[src/rtl/param_stack.sv]
// -----------------------------------------------------------------------------
// param_stack
// -----------------------------------------------------------------------------
// LIFO stack of DEPTH words of WIDTH bits held in a register array. Each cycle
// one command is accepted, chosen by priority:
//     rst > tos > (push & pop) > pop > push
// Read results (tos, pop, replace) are registered and appear on resStk one
// clock after the accepting edge, with a single-cycle resValid strobe.
// Between strobes resStk holds its last value.
//
// Ports
//   clk       in   clock; all state changes on the rising edge
//   rst       in   synchronous active-high reset
//   push      in   push dataIn onto the stack
//   pop       in   remove and return the top entry
//   tos       in   return the top entry without removing it
//   clrErr    in   clear the sticky overflow/underflow flags
//   dataIn    in   [WIDTH-1:0] push data
//   resStk    out  [WIDTH-1:0] registered read result
//   resValid  out  one-cycle strobe, resStk updated by the last edge
//   count     out  [CW-1:0] number of occupied entries, 0..DEPTH
//   empty     out  count == 0
//   full      out  count == DEPTH
//   overflow  out  sticky, a push was rejected on a full stack
//   underflow out  sticky, a pop or tos was rejected on an empty stack
// -----------------------------------------------------------------------------
module param_stack #(
    parameter  int WIDTH = 8,
    parameter  int DEPTH = 32,
    localparam int CW    = $clog2(DEPTH) + 1
) (
    input  logic             clk,
    input  logic             rst,
    input  logic             push,
    input  logic             pop,
    input  logic             tos,
    input  logic             clrErr,
    input  logic [WIDTH-1:0] dataIn,
    output logic [WIDTH-1:0] resStk,
    output logic             resValid,
    output logic [CW-1:0]    count,
    output logic             empty,
    output logic             full,
    output logic             overflow,
    output logic             underflow
);

    // Index width of the storage array; count needs one more bit to hold DEPTH.
    localparam int AW = $clog2(DEPTH);

    typedef enum logic [2:0] {
        CMD_IDLE = 3'd0,
        CMD_TOS  = 3'd1,
        CMD_REPL = 3'd2,
        CMD_POP  = 3'd3,
        CMD_PUSH = 3'd4
    } cmd_e;

    // State
    logic [WIDTH-1:0] mem_r [DEPTH];
    logic [CW-1:0]    count_r;
    logic [WIDTH-1:0] res_stk_r;
    logic             res_valid_r;
    logic             overflow_r;
    logic             underflow_r;

    // Next-state / decode
    cmd_e             cmd_s;
    logic             empty_s;
    logic             full_s;
    logic [AW-1:0]    top_idx_s;
    logic [WIDTH-1:0] top_data_s;
    logic [CW-1:0]    count_nxt_s;
    logic [WIDTH-1:0] res_stk_nxt_s;
    logic             res_valid_nxt_s;
    logic             ovf_set_s;
    logic             unf_set_s;
    logic             wr_en_s;
    logic [AW-1:0]    wr_idx_s;

    assign empty_s    = (count_r == {CW{1'b0}});
    assign full_s     = (count_r == CW'(DEPTH));
    // On an empty stack this wraps to DEPTH-1; the value is never consumed then.
    assign top_idx_s  = AW'(count_r - CW'(1));
    assign top_data_s = mem_r[top_idx_s];

    // Resolve the simultaneous request lines into a single command.
    always_comb begin
        cmd_s = CMD_IDLE;
        if (tos) begin
            cmd_s = CMD_TOS;
        end else if (push && pop) begin
            cmd_s = CMD_REPL;
        end else if (pop) begin
            cmd_s = CMD_POP;
        end else if (push) begin
            cmd_s = CMD_PUSH;
        end else begin
            cmd_s = CMD_IDLE;
        end
    end

    // Compute next count, read result, array write and error events.
    always_comb begin
        count_nxt_s     = count_r;
        res_stk_nxt_s   = res_stk_r;
        res_valid_nxt_s = 1'b0;
        ovf_set_s       = 1'b0;
        unf_set_s       = 1'b0;
        wr_en_s         = 1'b0;
        wr_idx_s        = count_r[AW-1:0];
        case (cmd_s)
            CMD_TOS: begin
                if (!empty_s) begin
                    res_stk_nxt_s   = top_data_s;
                    res_valid_nxt_s = 1'b1;
                end else begin
                    unf_set_s = 1'b1;
                end
            end
            CMD_REPL: begin
                if (!empty_s) begin
                    // Swap the top entry: old value out, dataIn in, same depth.
                    res_stk_nxt_s   = top_data_s;
                    res_valid_nxt_s = 1'b1;
                    wr_en_s         = 1'b1;
                    wr_idx_s        = top_idx_s;
                end else begin
                    // Nothing to return, so this degrades to a plain push.
                    wr_en_s     = 1'b1;
                    wr_idx_s    = {AW{1'b0}};
                    count_nxt_s = CW'(1);
                end
            end
            CMD_POP: begin
                if (!empty_s) begin
                    res_stk_nxt_s   = top_data_s;
                    res_valid_nxt_s = 1'b1;
                    count_nxt_s     = CW'(count_r - CW'(1));
                end else begin
                    unf_set_s = 1'b1;
                end
            end
            CMD_PUSH: begin
                if (!full_s) begin
                    // count < DEPTH here, so its low bits address the free slot.
                    wr_en_s     = 1'b1;
                    wr_idx_s    = count_r[AW-1:0];
                    count_nxt_s = CW'(count_r + CW'(1));
                end else begin
                    ovf_set_s = 1'b1;
                end
            end
            CMD_IDLE: begin
                count_nxt_s = count_r;
            end
            default: begin
                count_nxt_s = count_r;
            end
        endcase
    end

    // Control and result registers; reset wins over every command.
    always_ff @(posedge clk) begin
        if (rst) begin
            count_r     <= {CW{1'b0}};
            res_stk_r   <= {WIDTH{1'b0}};
            res_valid_r <= 1'b0;
            overflow_r  <= 1'b0;
            underflow_r <= 1'b0;
        end else begin
            count_r     <= count_nxt_s;
            res_stk_r   <= res_stk_nxt_s;
            res_valid_r <= res_valid_nxt_s;
            // A new error in the same cycle as clrErr leaves the flag set.
            overflow_r  <= ovf_set_s | (overflow_r  & ~clrErr);
            underflow_r <= unf_set_s | (underflow_r & ~clrErr);
        end
    end

    // Storage array; not cleared by reset, but a reset cycle never writes it.
    always_ff @(posedge clk) begin
        if (wr_en_s && !rst) begin
            mem_r[wr_idx_s] <= dataIn;
        end else begin
            mem_r[wr_idx_s] <= mem_r[wr_idx_s];
        end
    end

    assign resStk    = res_stk_r;
    assign resValid  = res_valid_r;
    assign count     = count_r;
    assign empty     = empty_s;
    assign full      = full_s;
    assign overflow  = overflow_r;
    assign underflow = underflow_r;

endmodule

[config.mk]
export PLATFORM = sky130hd
export DESIGN_NAME = param_stack
export DESIGN_NICKNAME = d
export VERILOG_FILES = /design/src/rtl/param_stack.sv
export SDC_FILE = /design/constraint.sdc
export NUM_CORES = 1
export LEC_CHECK = 0
export ABC_AREA = 1
export CAP_MARGIN = 40
export CORE_MARGIN = 1.5
export CORE_UTILIZATION = 55
export CTS_CLUSTER_DIAMETER = 50
export CTS_CLUSTER_SIZE = 24
export DETAILED_ROUTE_END_ITERATION = 16
export MAX_ROUTING_LAYER = met4
export PLACE_DENSITY = 0.72
export RECOVER_POWER = 100
export SYNTH_ARGS = -nofsm -noshare
export SYNTH_HDL_FRONTEND = slang
export SYNTH_SLANG_ARGS = --single-unit
[constraint.sdc]
create_clock -name clk -period 6.8 [get_ports clk]
set_input_delay 1.02 -clock clk [delete_from_list [all_inputs] [get_ports clk]]
set_output_delay 1.02 -clock clk [all_outputs]
set_load 0.05 [all_outputs]
# [Yosys cells after proc, flatten, opt, wreduce, memory -nomap -nowiden]
# Memories as Yosys holds them, arrays and structs flattened. A register that Yosys moved wholly into a read port is not among the register bits.
# Cells that the tools add are included.
[word_totals] romBits=0 latchBits=0 reg_bits=9 output_inout_bits=19 word_cells=56 mem_count=1 ram_bits=256
[memory_table] name="mem_r" depth=32 word_bits=8 read_ports=1 rd_ports_with_merged_regs=1 wr=1 line_no="60" source="logic [WIDTH-1:0] mem_r [DEPTH];"
[classes] n_div=0 bitwise_logic=8 mul=0 order_cmp=0 n_addsub=2 reduce_logical=11 n_eq_ne=9 mux=21 n_shift=0
[ops] op="$mux W6" count=3
[ops] op="$pmux W6 S3" count=1
[ops] op="$mux W3" count=4
[ops] op="$mux W5" count=2
[ops] op="$mux W1" count=9
[ops] op="$mux W8" count=1
[ops] op="$add A6 B1 Y6 const B" count=1
[ops] op="$eq A3 B2 Y1 const B" count=2
[ops] op="$eq A6 B6 Y1 const B" count=1
[ops] op="$logic_not A6 Y1" count=1
[ops] op="$ne A2 B2 Y1 const B" count=3
[ops] op="$sub A6 B1 Y6 const B" count=1
[ops] op="$reduce_and A2 Y1" count=2
[ops] op="$reduce_and A4 Y1" count=1
[ops] op="$reduce_or A2 Y1" count=2
[ops] op="$eq A3 B1 Y1 const B" count=1
[ops] op="$eq A3 B3 Y1 const B" count=1
[ops] op="$not A1 Y1" count=3
[ops] op="$or A1 B1 Y1" count=3
[ops] op="$reduce_bool A3 Y1" count=1
[ops] op="$reduce_or A3 Y1" count=1
[ops] op="$and A1 B1 Y1" count=2
[ops] op="$logic_and A1 B1 Y1" count=2
[ops] op="$pmux W1 S2" count=1
[ops] op="other kinds (2)" count=2

# [Depth between registers and ports, before layout]
# Gate-level depths: netlist of run 1.
[logic_depth] depth_word=10 mapped_depth=14 ltp_nobuf=10

# [Worst setup path after synthesis of run 1]
# No wires, ideal clock.
[synth_path] kind="register -> register" from="reg count_r[0], in the netlist count[0]" to="mem mem_r[7][0], enable pin" arrival_ns=2.658 n_path_buf=3 synth_period_minus_slack_ns=3.028 stages_incl_launch_ff=12 setup_slack_ns=3.772 path_cell_list="dfxtp_1 > buf_2 > inv_2 > buf_2 > buf_2 > ha_1 > nand2_2 > xor2_4 > o22ai_4 > nor2_2 > nand2_2 > nor2_1"
[synth_via] elab_chain_len=7
[synth_lines] item="start: declaration" line_no="61" source="logic [CW-1:0] count_r;"
[synth_lines] item="start signal: assignment" line_no="166" source="count_r <= {CW{1'b0}};"
[synth_lines] item="start signal: assignment" line_no="172" source="count_r <= count_nxt_s;"
[synth_lines] item="$eq A6 B6 Y1" line_no="82" source="assign full_s = (count_r == CW'(DEPTH));"
[synth_lines] item="$mux W1" line_no="145" source="if (!full_s) begin"
[synth_lines] item="$pmux W1 S2" line_no="112" source="case (cmd_s)"
[synth_lines] item="$logic_and A1 B1 Y1" line_no="183" source="if (wr_en_s && !rst) begin"
[synth_lines] item="$mux W1 (on tied branches)" line_no="183, 186"
[synth_lines] item="$mux W1 (not written as such) or $reduce_and A2 Y1 (tied branches)"
[synth_lines] item="$or A1 B1 Y1 (no source line)"
[synth_lines] item="end: declaration" line_no="60"
# Several ways; a longest one is shown, not always the timed one.

# [Final worst setup path of run 1]
[layout_path] from="reg count_r[0], in the netlist count[0]" to="reg res_stk_r[1], in the netlist resStk[1]"
[layout_via] elab_chain_len=3
[layout_lines] item="parallel branches: the longest is 3 deep, another holds $sub A6 B1 Y6"
[layout_lines] item="end signal: assignment" line_no="167" source="res_stk_r <= {WIDTH{1'b0}};"
[layout_lines] item="end signal: assignment" line_no="173" source="res_stk_r <= res_stk_nxt_s;"
[layout_lines] item="end: declaration" line_no="62" source="logic [WIDTH-1:0] res_stk_r;"
# Several ways; the timed one is not identified.
# A chain may end at the register's enable or synchronous reset.

==> flow_metrics.py, run 1 <==
metrics = {
    "clock_network": {
        "cts_setup_buffers": 0,
        "clock_path_buffers": 3,
        "cts_tree": "yes",
        "clockRootBuffer": "clkbuf_16",
        "path_clk_slew_ns": 0.07,
        "cts_made_buffers": 26,
        "cts_num_sinks": 273,
        "cts.htree.levels": 1,
        "post_cts_resized": 0,
        "cts_hold_buf": 0,
        "clk_latency_ns": 0.55,
    },
    "sta": {
        "final_hold_viol_count": 0,
        "setup_slack_ns": 1.624,
        "setup_tns_ns": 0,
        "finalWorstPathRequiredPeriod_ns": 5.176,
        "timing.final.max_slew_violations": 264,
        "finalSetupViolations": 0,
        "achievable-frequency_ghz": 0.1932,
        "rsz0062_at_grt": "no",
        "relSlewSlack": -0.3371,
        "fin_worst_skew_ns": 0.01901,
        "fin_crit_sh": 0.7612,
        "tightest_slew_ns": 2.006,
    },
    "synth": {
        "synth_edf_count": 256,
        "syn_nets": 1224,
        "synthDistinctLibCells": 36,
        "syn_area_per_cell_sq_um": 10.09,
        "synthCells": 1207,
        "async_flop_share": 0,
        "syn_area_sq_mm": 0.01217,
        "synth-seq-cells": 273,
        "yosys_warnings": 0,
        "ys_seq_area_frac": 0.6594,
        "synthFlopType": "edfxtp_1",
    },
    "routing": {
        "wl_per_cell_um": 18.42,
        "drcViolationCount": 0,
        "vias": 8298,
        "vias_per_cell": 5.463,
        "initialDrtViolationCount": 786,
        "drtAntennaViolNets": 0,
        "finalWirelength_um": 27990,
        "drt_pass1_iterations": 5,
    },
    "power": {
        "p_per_area_mw_per_mm2": 335.6,
        "swShare": 0.3378,
        "p_switching_mw": 1.527,
        "peakVddDrop_uv": 206.1,
        "internal-power_mw": 2.993,
        "p_leak_nw": 5.584,
        "clockPowerShare": 0.340,
        "seqPwrFrac": 0.422,
        "power_frac_comb": 0.238,
    },
    "finish": {
        "synthToLayoutAreaGrowth_pct": 10.63,
        "drive_gt1_frac": 0.06780,
        "register_area_sq_mm": 0.008031,
        "fin_nets": 1236,
        "multi_input_area_sq_mm": 0.003053,
        "final_util": 0.6190,
        "fill_cells": 1739,
        "antennaDiodeCount": 0,
        "final_cell_mix": "338 x nand2_1, 256 x edfxtp_1, 210 x nand3_1, 194 x inv_1, 51 x nor2_1",
        "final_common_cell": "nand2_1",
        "finalInstanceArea_sq_mm": 0.01347,
    },
    "placed_design": {
        "io_buffers": 32,
        "pre_cts_ws_ns": 2.306,
        "place_congestion": 0.8887,
        "dpl.hpwl_um": 16820,
        "place_area_sq_mm": 0.01262,
    },
    "job": {
        "cap_viol_max_count": 8,
    },
    "worst_setup_path": {
        "crit_family": "buffers and inverters",
        "critPathLaunchType": "flip-flop",
        "crit_top_cell": "nand3_1",
        "cp_data_required_time_ns": 7.22,
        "arrival_ns": 5.60,
        "critical_path.slowest_cell": "ha_1",
        "worstPathCellList": "clkinv_2 > ha_1 > inv_1 > clkbuf_2 > nand3_1 > nand3_1 > nand3_1 > nand3_1 > nand2_1 > a21oi_1",
        "criticalPathCategory": "flip-flop to flip-flop",
        "worst-path-buf-inv": 3,
        "crit_path_max_fanout": 59,
        "slowest_delay_ns": 1.18,
        "end_kind": "flip-flop",
    },
    "global_routing": {
        "grt_pass1_wl_um": 42100,
        "antenna_found_initial": 0,
        "grt_use_total": 0.2552,
        "grt_max_degree": 87,
        "grt-ovfl-total": 0,
        "grt_pass1_vias": 7734,
    },
    "die": {
        "core_sq_mm": 0.02176,
        "io_pins": 33,
        "row_count": 54,
        "initial_utilization": 0.5596,
        "dieArea_sq_mm": 0.02304,
        "die_w_um": 151.8,
        "dieHeight_um": 151.8,
    },
    "min_path": {
        "min_path_type": "flip-flop to flip-flop",
    },
    "outcome": {
        "outcome": "complete, but fails checks",
        "violations": "max-capacitance violations, max-slew violations",
    },
}
## layout make-up
class                   instances  area share
clock buffers                  26     0.04831
clock inverters                22     0.02109
inverters                     201     0.05630
multi-input cells             678      0.2267
flip-flops and latches        273      0.5963
well taps                     280     0.02601
repair buffers                 39     0.02527
## tightest hold or removal path, stage by stage (launching register included)
cell and delay [ns]:
dfxtp_1 0.31, nand2_1 0.06, a21oi_1 0.05
## worst paths after layout
kind,startpoint,to,slack [ns],cells past startpoint
min reg2reg,underflow$_SDFF_PP0_,underflow$_SDFF_PP0_,0.47,2
max,count[0]$_SDFFE_PP0P_,resStk[1]$_SDFFE_PP0P_,1.62,10
max reg2reg,count[0]$_SDFFE_PP0P_,resStk[1]$_SDFFE_PP0P_,1.62,10
min,underflow$_SDFF_PP0_,underflow$_SDFF_PP0_,0.47,2
## stage by stage
| step | total power, mW | hold slack (ns) | instances |
|---|---|---|---|
| 6_report | 4.520 | 0.4653 | 1519 |
| 3_3_place_gp | 3.010 | 0.4534 | 1470 |
| 2_1_floorplan | 2.691 | 0.6784 | 1207 |
| 4_1_cts | 4.551 | 0.4720 | 1519 |
| 5_1_grt | 4.688 | 0.4878 | 1519 |
| 3_5_place_dp | 3.030 | 0.4609 | 1471 |
## Yosys cell counts (5+ instances only)
library cell	number	area, sq um
a21oi_1	18	90.09
buf_1	9	33.78
buf_2	28	140.1
clkbuf_1	14	52.55
dfxtp_1	17	340.3
edfxtp_1	256	7687
inv_1	194	728.2
inv_2	6	22.52
nand2_1	337	1265
nand2_2	7	43.79
nand3_1	206	1031
nand3_2	5	50.05
nor2_1	51	191.4
o21ai_0	27	135.1
## power by group through the flow
stage | combinational, mW | clock [mW] | sequential [mW]
5_1_grt | 1.16 | 1.61 | 1.91
6_report | 1.08 | 1.54 | 1.91
2_1_floorplan | 0.685 | 0 | 2.01
4_1_cts | 1.09 | 1.55 | 1.91
3_3_place_gp | 1.07 | 0 | 1.94
3_5_place_dp | 1.08 | 0 | 1.94
## registers in the layout, indices dropped and copies added (netlist names)
signal,cells
resStk,8
underflow,1
count,6
resValid,1
mem_r,256
overflow,1
## cells by family after synthesis
kind of cell,count (synthesis),share of synthesized area
AO/OA/AOI/OAI,55,0.02682
XOR/XNOR,4,0.006578
AND/OR/NAND/NOR,616,0.2199
buffers and inverters,256,0.08417
flip-flops,273,0.6594
adder cells (fa/ha/maj),3,0.003084
## layer usage
| metal | share of wire | GRT usage | up-vias |
|---|---|---|---|
| met1 | 0.42 | 0.3429 | 3890 |
| met2 | 0.47 | 0.4002 | 372 |
| met4 | 0.035 | 0.1019 | 0 |
| met5 | 0 | - | - |
| met3 | 0.075 | 0.02964 | 72 |
| li1 | - | - | 3964 |
Power figures use the tool's default switching activity.
==> run 2: changes to the inputs <==
- clock period: 6.8 -> 5.2 ns (I/O delays scaled with it)
==> run 2 against run 1 <==
  * The run still ends with max-capacitance violations, max-slew violations left
  * Setup slack lost 0.60 ns
  * Non-clock buffer count grew 3
  * Routed wire length grew 1.8%
  * Global-route usage grew 0.96 points
  * Die area is the same
  * Combinational power grew 30%
  * Clock skew shrank 0.0055 ns
  * Critical path depth grew 1
  * Utilization shrank 0.40 points
  * Sequential cell count is the same
==> flow_metrics.py, run 2 (same netlist as run 1, synthesis figures left out) <==
metrics = {
    "sta": {
        "achievable-frequency_ghz": 0.2395,
        "fin_crit_sh": 0.8031,
        "rsz0062_at_grt": "no",
        "setup_tns_ns": 0,
        "fin_worst_skew_ns": 0.01350,
        "relSlewSlack": -0.4014,
        "timing.final.max_slew_violations": 264,
        "finalSetupViolations": 0,
        "final_hold_viol_count": 0,
        "tightest_slew_ns": 2.102,
        "finalWorstPathRequiredPeriod_ns": 4.176,
    },
    "power": {
        "p_leak_nw": 5.550,
        "p_per_area_mw_per_mm2": 430.1,
        "peakVddDrop_uv": 284.0,
    },
    "die": {
        "io_pins": 33,
        "row_count": 54,
        "dieHeight_um": 151.8,
        "initial_utilization": 0.5596,
        "die_w_um": 151.8,
        "core_sq_mm": 0.02176,
        "dieArea_sq_mm": 0.02304,
    },
    "finish": {
        "fin_nets": 1237,
        "final_common_cell": "nand2_1",
        "final_cells": 1517,
        "synthToLayoutAreaGrowth_pct": 9.907,
        "top_register": "mem_r",
        "drive_gt1_frac": 0.05578,
        "antennaDiodeCount": 0,
        "final_util": 0.6150,
        "largest_reg_flops": 256,
        "final_cell_mix": "343 x nand2_1, 256 x edfxtp_1, 209 x nand3_1, 195 x inv_1, 52 x nor2_1",
    },
    "clock_network": {
        "clk_latency_ns": 0.53,
        "cts_tree": "yes",
        "cts_made_buffers": 24,
        "cts.htree.levels": 1,
        "clock_path_buffers": 3,
        "cts_setup_buffers": 0,
        "path_clk_slew_ns": 0.08,
        "cts_num_sinks": 273,
        "cts_hold_buf": 0,
        "post_cts_resized": 0,
        "clockRootBuffer": "clkbuf_16",
    },
    "job": {
        "cap_viol_max_count": 8,
    },
    "global_routing": {
        "grt_pass1_vias": 7792,
        "antenna_found_initial": 0,
        "grt_pass1_wl_um": 43770,
        "grt_use_total": 0.2648,
        "grt-ovfl-total": 0,
        "grt_max_degree": 77,
    },
    "outcome": {
        "violations": "max-capacitance violations, max-slew violations",
        "outcome": "complete, but fails checks",
    },
    "worst_setup_path": {
        "slowest_delay_ns": 0.89,
        "criticalPathCategory": "flip-flop to flip-flop",
        "reg2reg_depth": 11,
        "critPathLaunchType": "flip-flop",
        "critical_path.slowest_cell": "ha_1",
        "crit_path_max_fanout": 41,
        "end_kind": "flip-flop",
        "arrival_ns": 4.59,
        "cp_data_required_time_ns": 5.61,
        "worstPathCellList": "clkinv_2 > ha_1 > buf_4 > inv_1 > buf_4 > nand3_1 > nand3_1 > nand3_1 > nand3_1 > nand2_1 > a21oi_1",
        "crit_top_cell": "nand3_1",
    },
    "routing": {
        "vias": 8313,
        "drcViolationCount": 0,
        "drtAntennaViolNets": 0,
        "finalWirelength_um": 28500,
        "drt_pass1_iterations": 5,
        "wl_per_cell_um": 18.78,
        "initialDrtViolationCount": 805,
        "vias_per_cell": 5.480,
    },
    "min_path": {
        "min_path_cells": 2,
        "min_path_type": "flip-flop to flip-flop",
    },
    "placed_design": {
        "dp_cells": 1474,
        "dpl.hpwl_um": 17290,
        "io_buffers": 32,
        "place_congestion": 0.8912,
    },
}
-- run 2: cell count changes in the layout (fill, tap and decap cells not counted), sizes merged --
| cell | previous run | this run |
|---|---|---|
| dlygate4sd3 | 19 | 21 |
| clkinvlp | 4 | 1 |
| buf | 6 | 8 |
| inv | 211 | 208 |
| clkbuf | 35 | 33 |
| bufinv | 2 | 1 |
| clkinv | 6 | 9 |
-- run 2: routing by layer --
metal | wire length (um) | share of wire | track usage | vias to the layer above
li1 | - | - | - | 3965
met1 | 12040 | 0.42 | 0.3552 | 3895
met2 | 13290 | 0.47 | 0.4136 | 382
met3 | 2209 | 0.078 | 0.03503 | 71
met4 | 949 | 0.033 | 0.1034 | 0
met5 | 0 | 0 | - | -
-- run 2: cell type report --
cell class	instances	area, sq um
Fill cell	1760	8376
Clock inverter	18	226.5
Tap cell	280	350.3
Multi-Input combinational cell	678	3022
Inverter	201	758.2
Sequential cell	273	8028
Clock buffer	25	625.6
Timing Repair Buffer	42	370.4
-- run 2: path summary, 6_finish.rpt --
kind                            slack (ns)                   from                      to
worst min-delay path                  0.46    overflow$_SDFF_PP0_     overflow$_SDFF_PP0_
worst min register to register        0.46    overflow$_SDFF_PP0_     overflow$_SDFF_PP0_
worst max register to register        1.02  count[0]$_SDFFE_PP0P_  resStk[4]$_SDFFE_PP0P_
worst max-delay path                  1.02  count[0]$_SDFFE_PP0P_  resStk[4]$_SDFFE_PP0P_
-- run 2: worst max-delay path: cells and delay by family, from the launching register on --
kind | cells | cell delay [ns]
and+or+nand+nor | 5 | 0.74
DFF | 1 | 0.36
AOI/OAI and AO/OA | 1 | 0.07
adders and majority gates | 1 | 0.89
buffers and inverters | 4 | 1.98
-- run 2: where the power goes --
part / switching [mW] / total [mW] / internal [mW] / leakage (nW)
clock: 0.887 / 1.87 / 0.985 / 0.410
combinational: 1.02 / 1.40 / 0.382 / 2.70
sequential: 0.0375 / 2.48 / 2.44 / 2.44
total: 1.94 / 5.75 / 3.81 / 5.55
-- run 2: through the flow --
stage | cell area [sq um] | total power, mW | hold slack, ns | worst slack [ns]
detailed placement | 12660 | 3.958 | 0.4546 | 1.658
floorplan | 12170 | 3.519 | 0.6784 | 2.172
global placement | 12630 | 3.940 | 0.4529 | 1.520
CTS | 13510 | 5.814 | 0.4653 | 1.640
global route | 13380 | 5.970 | 0.5043 | 0.7666
finish | 13380 | 5.754 | 0.4585 | 1.024
==> run 3: changes to the inputs <==
- PLACE_DENSITY: 0.72 -> 0.75
- clock period: 5.2 -> 3.7 ns (I/O delays scaled with it)
==> run 3 against run 2 <==
  * The flow still finishes with violations (max-capacitance violations, max-slew violations)
  * Clock power is 35% higher
  * Die area did not move
  * Critical path depth down 4
  * Routed wire length decreased by 2.7%
  * Via count is 0.71% higher
  * Clock-buffer cell count up 1
  * Non-clock buffer count rose by 13
  * Utilization increased by 0.22 points
  * Sequential cell count stayed put
  * Largest cell class unchanged
  * Largest power group unchanged
==> flow_metrics.py, run 3 (same netlist as run 1, synthesis figures left out) <==
metrics = {
    "worst_setup_path": {
        "r2r_end": "mem_r[7][3]$_DFFE_PP_",
        "regToRegSetupSlack_ns": 0.44,
        "critPathLaunchType": "flip-flop",
        "end_kind": "flip-flop",
        "arrival_ns": 3.40,
        "reg2reg_depth": 7,
        "cp_data_required_time_ns": 3.85,
        "crit_path_max_fanout": 22,
        "criticalPathCategory": "flip-flop to flip-flop",
        "r2r-start": "count[0]$_SDFFE_PP0P_",
    },
    "die": {
        "dieArea_sq_mm": 0.02304,
        "initial_utilization": 0.5596,
        "core_sq_mm": 0.02176,
        "row_count": 54,
        "io_pins": 33,
        "die_w_um": 151.8,
        "dieHeight_um": 151.8,
    },
    "outcome": {
        "violations": "max-capacitance violations, max-slew violations",
        "outcome": "complete, but fails checks",
    },
    "power": {
        "p_per_area_mw_per_mm2": 596.4,
        "p_leak_nw": 5.552,
        "internal-power_mw": 5.344,
        "total_power_mw": 8.008,
        "swShare": 0.3327,
        "clockPowerShare": 0.315,
        "peakVddDrop_uv": 407.8,
        "p_switching_mw": 2.664,
        "seqPwrFrac": 0.434,
        "power_frac_comb": 0.250,
    },
    "placed_design": {
        "pre_cts_ws_ns": 0.4577,
        "place_congestion": 0.9135,
        "place_area_sq_mm": 0.01275,
        "dpl.hpwl_um": 16820,
        "io_buffers": 32,
    },
    "clock_network": {
        "clock_path_buffers": 3,
        "cts_num_sinks": 273,
        "post_cts_resized": 0,
        "cts_tree": "yes",
        "cts_made_buffers": 24,
        "cts_setup_buffers": 0,
        "path_clk_slew_ns": 0.06,
        "cts_hold_buf": 0,
        "cts.htree.levels": 1,
        "clockRootBuffer": "clkbuf_16",
        "clk_latency_ns": 0.53,
    },
    "finish": {
        "final_cell_mix": "341 x nand2_1, 256 x edfxtp_1, 209 x nand3_1, 195 x inv_1, 53 x nor2_1",
        "largest_reg_flops": 256,
        "fin_nets": 1250,
        "final_common_cell": "nand2_1",
        "drive_gt1_frac": 0.05925,
        "finalInstanceArea_sq_mm": 0.01343,
        "top_register": "mem_r",
        "antennaDiodeCount": 0,
        "synthToLayoutAreaGrowth_pct": 10.30,
    },
    "sta": {
        "final_hold_viol_count": 0,
        "relSlewSlack": -0.4098,
        "setup_slack_ns": 0.4435,
        "timing.final.max_slew_violations": 231,
        "rsz0062_at_grt": "no",
        "finalSetupViolations": 0,
        "finalWorstPathRequiredPeriod_ns": 3.257,
        "fin_worst_skew_ns": 0.01746,
        "setup_tns_ns": 0,
        "tightest_slew_ns": 2.115,
        "fin_crit_sh": 0.8801,
        "achievable-frequency_ghz": 0.3071,
    },
    "global_routing": {
        "antenna_found_initial": 0,
        "grt-ovfl-total": 0,
        "grt_pass1_wl_um": 42080,
        "grt_pass1_vias": 7708,
        "grt_max_degree": 81,
        "grt_use_total": 0.2529,
    },
    "min_path": {
        "holdCritStartpoint": "underflow$_SDFF_PP0_",
        "min_path_type": "flip-flop to flip-flop",
        "min_to": "underflow$_SDFF_PP0_",
        "min_path_cells": 2,
    },
    "routing": {
        "drt_pass1_iterations": 8,
        "vias_per_cell": 5.475,
        "drtAntennaViolNets": 0,
        "vias": 8372,
        "drcViolationCount": 0,
        "initialDrtViolationCount": 877,
        "wl_per_cell_um": 18.13,
        "finalWirelength_um": 27720,
    },
    "job": {
        "cap_viol_max_count": 7,
    },
}
[run 3: worst max-delay path by stage]
| stage | from | endpoint | slack (ns) | cells past startpoint |
|---|---|---|---|---|
| 2_1_floorplan | count[0]$_SDFFE_PP0P_ | mem_r[7][0]$_DFFE_PP_ | 0.67 | 11 |
| 3_3_place_gp | pop | mem_r[7][3]$_DFFE_PP_ | 0.54 | 9 |
| 3_5_place_dp | pop | mem_r[7][3]$_DFFE_PP_ | 0.46 | 9 |
| 4_1_cts | count[0]$_SDFFE_PP0P_ | mem_r[28][7]$_DFFE_PP_ | 0.56 | 6 |
| 5_1_grt | count[2]$_SDFFE_PP0P_ | mem_r[17][1]$_DFFE_PP_ | 0.34 | 7 |
| 6_report | count[0]$_SDFFE_PP0P_ | mem_r[7][3]$_DFFE_PP_ | 0.44 | 7 |
[run 3: power groups by stage]
stage	clock network [mW]	logic [mW]	registers [mW]
3_3_place_gp	0	2.00	3.55
4_1_cts	2.57	2.03	3.48
5_1_grt	2.67	2.16	3.48
3_5_place_dp	0	2.02	3.55
2_1_floorplan	0	1.26	3.69
6_report	2.53	2.00	3.48
[run 3: layout make-up]
class | instances | area [sq um]
clock buffer | 26 | 629.4
timing repair buffer | 55 | 411.6
fill | 1783 | 8328
clock inverter | 16 | 172.7
sequential | 273 | 8028
inverter | 201 | 758.2
tap | 280 | 350.3
multi-input combinational | 678 | 3078
[run 3: per-layer routing]
metal / up-vias / wire (um) / part of all wire / GRT usage
met4: 0 / 954 / 0.034 / 0.09327
met5: - / 0 / 0 / -
met1: 3921 / 11710 / 0.42 / 0.3466
li1: 3995 / - / - / -
met3: 73 / 2238 / 0.081 / 0.03713
met2: 383 / 12820 / 0.46 / 0.3871
[run 3: worst max-delay path, cell delays in order (launching register included)]
cell and delay (ns):
dfxtp_1 0.35, clkinv_2 0.28, ha_2 0.32, nand4_1 0.25
nand2_4 0.14, o22ai_1 0.27, nand3_1 0.52, nor2_1 0.75
[run 3: per-stage QoR]
step / std cells / hold WS [ns] / utilization
3_3_place_gp: 1487 / 0.4550 / 0.5862
6_report: 1529 / 0.4690 / 0.6172
5_1_grt: 1529 / 0.4987 / 0.6172
2_1_floorplan: 1207 / 0.6241 / -
4_1_cts: 1529 / 0.4733 / 0.6230
3_5_place_dp: 1487 / 0.4646 / 0.5862
